$ cat config.mk
export PLATFORM = sky130hd
export DESIGN_NAME = iir_sos_seq
export DESIGN_NICKNAME = d
export VERILOG_FILES = /design/src/rtl/iir_pkg.sv /design/src/rtl/iir_sos_seq.sv
export SDC_FILE = /design/constraint.sdc
export NUM_CORES = 1
export LEC_CHECK = 0
export ABC_CLOCK_PERIOD_IN_PS = 3000
export CAP_MARGIN = 20
export CORE_MARGIN = 1
export CORE_UTILIZATION = 53
export CTS_BUF_LIST = sky130_fd_sc_hd__clkbuf_16
export DETAILED_ROUTE_END_ITERATION = 7
export PLACE_DENSITY = 0.81
export SLEW_MARGIN = 20
export SYNTH_ARGS = -nofsm -noshare
export SYNTH_HDL_FRONTEND = slang
export SYNTH_SLANG_ARGS = --single-unit
$ cat constraint.sdc
create_clock -name clk -period 3 [get_ports clk]
set_clock_uncertainty 0.05 [all_clocks]
set_input_delay 0.6 -clock clk [delete_from_list [all_inputs] [get_ports clk]]
set_output_delay 0.6 -clock clk [all_outputs]
set_load 0.02 [all_outputs]
$ cat src/rtl/iir_pkg.sv
// Shared constants for the biquad-cascade MAC sequencer: FSM encoding,
// taps per section and operand-select codes.
package iir_pkg;
    localparam int NTAP = 5;

    localparam logic [1:0] S_IDLE = 2'd0;
    localparam logic [1:0] S_MAC  = 2'd1;
    localparam logic [1:0] S_WB   = 2'd2;
    localparam logic [1:0] S_DONE = 2'd3;

    localparam logic [2:0] OP_X0 = 3'd0;
    localparam logic [2:0] OP_X1 = 3'd1;
    localparam logic [2:0] OP_X2 = 3'd2;
    localparam logic [2:0] OP_Y1 = 3'd3;
    localparam logic [2:0] OP_Y2 = 3'd4;
endpackage

$ cat src/rtl/iir_sos_seq.sv
// Sequencer for a time-multiplexed cascade of second-order IIR sections.
// Walks every channel through every section, one MAC tap per cycle.
module iir_sos_seq
    import iir_pkg::*;
#(
    parameter int NSOS = 6,
    parameter int NCH  = 2,
    localparam int CAW = $clog2(NSOS*NTAP),
    localparam int SAW = (NCH*NSOS > 1) ? $clog2(NCH*NSOS) : 1,
    localparam int CHW = (NCH > 1) ? $clog2(NCH) : 1
)(
    input  logic           clk,
    input  logic           rst,
    input  logic           dv_in,
    output logic           busy,
    output logic [CHW-1:0] ch,
    output logic [CAW-1:0] coeff_addr,
    output logic [SAW-1:0] st_addr,
    output logic [2:0]     opsel,
    output logic           mac_clr,
    output logic           mac_en,
    output logic           wb_en,
    output logic           dv_out,
    output logic           overrun
);
    localparam int SW = (NSOS > 1) ? $clog2(NSOS) : 1;

    logic [1:0]     state;
    logic [CHW-1:0] ch_q;
    logic [SW-1:0]  sec_q;
    logic [2:0]     tap_q;

    // Outputs are registered decodes of the current state and counters, so
    // they trail the FSM by one cycle; this sets the 1+NCH*NSOS*(NTAP+1) latency.
    always_ff @(posedge clk) begin
        if (rst) begin
            state      <= S_IDLE;
            ch_q       <= '0;
            sec_q      <= '0;
            tap_q      <= '0;
            busy       <= 1'b0;
            ch         <= '0;
            coeff_addr <= '0;
            st_addr    <= '0;
            opsel      <= '0;
            mac_clr    <= 1'b0;
            mac_en     <= 1'b0;
            wb_en      <= 1'b0;
            dv_out     <= 1'b0;
            overrun    <= 1'b0;
        end else begin
            busy       <= (state != S_IDLE);
            mac_en     <= (state == S_MAC);
            mac_clr    <= (state == S_MAC) && (tap_q == OP_X0);
            wb_en      <= (state == S_WB);
            dv_out     <= (state == S_DONE);
            ch         <= ch_q;
            opsel      <= tap_q;
            coeff_addr <= CAW'(int'(sec_q) * NTAP + int'(tap_q));
            st_addr    <= SAW'(int'(ch_q) * NSOS + int'(sec_q));

            if (dv_in && state != S_IDLE)
                overrun <= 1'b1;

            case (state)
                S_IDLE: begin
                    if (dv_in) begin
                        state <= S_MAC;
                        ch_q  <= '0;
                        sec_q <= '0;
                        tap_q <= '0;
                    end
                end
                S_MAC: begin
                    if (tap_q == OP_Y2) begin
                        tap_q <= '0;
                        state <= S_WB;
                    end else begin
                        tap_q <= tap_q + 3'd1;
                    end
                end
                S_WB: begin
                    if (int'(sec_q) < NSOS-1) begin
                        sec_q <= sec_q + SW'(1);
                        state <= S_MAC;
                    end else if (int'(ch_q) < NCH-1) begin
                        sec_q <= '0;
                        ch_q  <= ch_q + CHW'(1);
                        state <= S_MAC;
                    end else begin
                        // Park counters at zero so idle addresses read 0.
                        sec_q <= '0;
                        ch_q  <= '0;
                        state <= S_DONE;
                    end
                end
                default: state <= S_IDLE;
            endcase
        end
    end
endmodule
==> flow_metrics.py <==
metrics = {
    "clock_network": {
        "cts.sinks": 28,
        "post-cts-setup-buffers": 0,
        "cts_buffer_depth": 2,
        "cts.repair.resized": 0,
        "clock-root-buffer": "clkbuf_16",
        "clk_pin_slew_ps": 70,
        "h-tree-depth": 1,
        "holdBufCountCts": 0,
        "clk-insertion-delay-late_ps": 260,
        "cts_buffers": 3,
        "cts_tree": "done",
    },
    "power": {
        "power_frac_comb_pct": 5.6,
        "power_frac_clock_pct": 47.4,
        "power_mw": 0.818,
        "ir_drop_mv": 0.393,
        "seqPwrFrac_pct": 47.1,
        "p_leak_nw": 0.596,
        "p_int_mw": 0.665,
        "power_density_nw_per_um2": 547,
        "switching_share_pct": 18.6,
        "p_sw_mw": 0.152,
    },
    "worst_setup_path": {
        "path_max_fanout": 8,
        "end_kind": "register",
        "critical_path_required_ps": 3100,
        "start_kind": "register",
        "crit_type": "reg -> reg",
        "critPathArrivalTime_ps": 2050,
    },
    "detailed_routing": {
        "drc": 0,
        "routed_via_density": 5.31,
        "wirelength_mm": 2.03,
        "via_count": 882,
        "ant_nets": 0,
        "firstDrtPassIters": 4,
        "drt_iter0_drc": 25,
        "wire_per_inst_um": 12.2,
    },
    "sta": {
        "relSlewSlack_pct": 66.9,
        "drv_slew": 0,
        "hold_viol": 0,
        "period_needed_ps": 1940,
        "fin_crit_sh_pct": 64.7,
        "fmax_mhz": 515,
        "tns_ps": 0,
        "tightest_slew_ps": 495,
        "finalSetupViolCount": 0,
        "rsz0062_at_grt": "no",
    },
    "synth": {
        "yosys.area.top_type": "dfxtp_1",
        "synth_cell_types": 30,
        "yosysTopAreaCellShare_pct": 48.4,
        "yosys_warnings": 0,
        "synth_enable_flop_cells": 0,
        "async_flop_share_pct": 0,
        "syn_inst": 117,
        "ys.flop_type": "dfxtp_1",
        "synth-seq-area-share_pct": 48.4,
        "synth.cell_area_sq_um": 1160,
        "synthTopCellsByArea": "dfxtp_1 48%, ha_1 13%, a21oi_1 3.9%, nor2b_1 3.8%, nor2_1 3.6%",
        "syn_nets": 134,
        "ys_ff_latch": 28,
        "postSynthAreaPerCell_sq_um": 9.89,
    },
    "global_route": {
        "gr-usage-met3_pct": 2.83,
        "grt_use_total_pct": 19.2,
        "top_usage_layer": "met2",
        "use_met1_pct": 23.4,
        "grtUsageMet2_pct": 34.7,
        "grt_max_degree": 17,
        "first_global_vias": 854,
        "grt_pass1_wl_mm": 3.55,
        "grt_overflow": 0,
        "antenna_found_initial": 0,
    },
    "die": {
        "die_w_um": 48.7,
        "num_io_pins": 22,
        "rows": 16,
        "initial_core_util_pct": 57.8,
        "dieArea_sq_um": 2370,
        "core_area_sq_um": 2000,
        "die_y_um": 48.7,
    },
    "placed_design": {
        "dp.final_hpwl_mm": 1.46,
        "io_buffers": 21,
        "place_area_sq_um": 1390,
        "place_congestion": 0.781,
    },
    "flow_run": {
        "maxCapViolCount": 0,
    },
    "final_layout": {
        "finalNetCount": 157,
        "layout-drive-gt1-share_pct": 5.76,
        "syn_to_final_growth_pct": 29.1,
        "diodes": 0,
        "final_area_sq_um": 1490,
    },
    "hold_path": {
        "worstHoldPathType": "reg -> reg",
    },
    "outcome": {
        "status": "complete, no violations",
    },
}
[worst paths after layout]
check                           cells past startpoint  slack [ps]     start            end
worst max-delay path                                6        1060  sec_q[0]  coeff_addr[3]
worst min-delay path                                2         460  tap_q[0]       tap_q[0]
worst max register to register                      6        1060  sec_q[0]  coeff_addr[3]
worst min register to register                      2         460  tap_q[0]       tap_q[0]
[synthesized netlist by cell type (all sizes together), types with 2 or more instances]
master	n
o21ai	2
nand2	7
a21oi	9
nor2	11
buf	4
xor2	2
fa	2
nand3	6
o21bai	2
nand2b	2
nor3	2
inv	9
nor2b	7
ha	12
dfxtp	28
[metal layers]
layer  vias up  part of all wire [%]
li1        438                     -
met1       418                    45
met2        26                    51
met3         0                   3.7
met4         0                     0
met5         -                     0
[worst max-delay path, cell delays in order, from the launching register on]
cell     delay (ps)
dfxtp_1         510
ha_1            290
ha_1            310
inv_1            70
fa_1            430
xor2_1          140
nor2_1           50
[flip-flops by register name, summed over array words and instances, names as in the netlist, 2 cells and up]
name,cells
sec_q,3
st_addr,4
tap_q,3
opsel,3
state,2
coeff_addr,5
[power groups by stage]
stage	Sequential, mW	Combinational [mW]	Clock, mW
3_3_place_gp	0.393	0.0443	0
3_5_place_dp	0.393	0.0452	0
5_1_grt	0.386	0.0495	0.411
4_1_cts	0.385	0.0457	0.393
2_1_floorplan	0.398	0.0218	0
6_report	0.385	0.0455	0.387
[metrics by stage]
step / std cells / setup WS, ps / hold WS (ps) / utilization (%)
after floorplan: 117 / 1210 / 415 / -
after global placement: 162 / 1110 / 410 / 69.4
after detailed placement: 162 / 1080 / 452 / 69.4
after CTS: 166 / 1050 / 459 / 74.6
after global routing: 166 / 948 / 475 / 74.6
final: 166 / 1060 / 456 / 74.6
[cells in the final DEF (no fill, tap or decap), drive strengths merged, types with 3 or more instances in the layout]
cell type | netlist | final
dfxtp | 28 | 28
nor2 | 11 | 11
a21oi | 9 | 9
nand2 | 7 | 7
ha | 12 | 12
nor2b | 7 | 7
clkbuf | 0 | 3
inv | 9 | 9
nand3 | 6 | 6
clkdlybuf4s50 | 0 | 21
[logic make-up (layout without fill, tap and decap cells)]
| family | count (synthesis) | in the layout | synth area share, % |
|---|---|---|---|
| AO/OA/AOI/OAI | 21 | 21 | 11.8 |
| AND/OR/NAND/NOR | 39 | 39 | 17.2 |
| XOR/XNOR | 2 | 2 | 1.51 |
| flip-flops | 28 | 28 | 48.4 |
| buffers and inverters | 13 | 35 | 4.65 |
| adder cells (fa/ha/maj) | 14 | 14 | 16.4 |
[layout make-up]
class / count / area (sq um)
clock buffer: 3 / 75.1
fill: 150 / 508
timing repair buffer: 22 / 218
multi-input combinational: 76 / 543
tap: 27 / 33.8
clock inverter: 1 / 30.0
inverter: 9 / 33.8
sequential: 28 / 561
(Power assumes the default switching activity.)
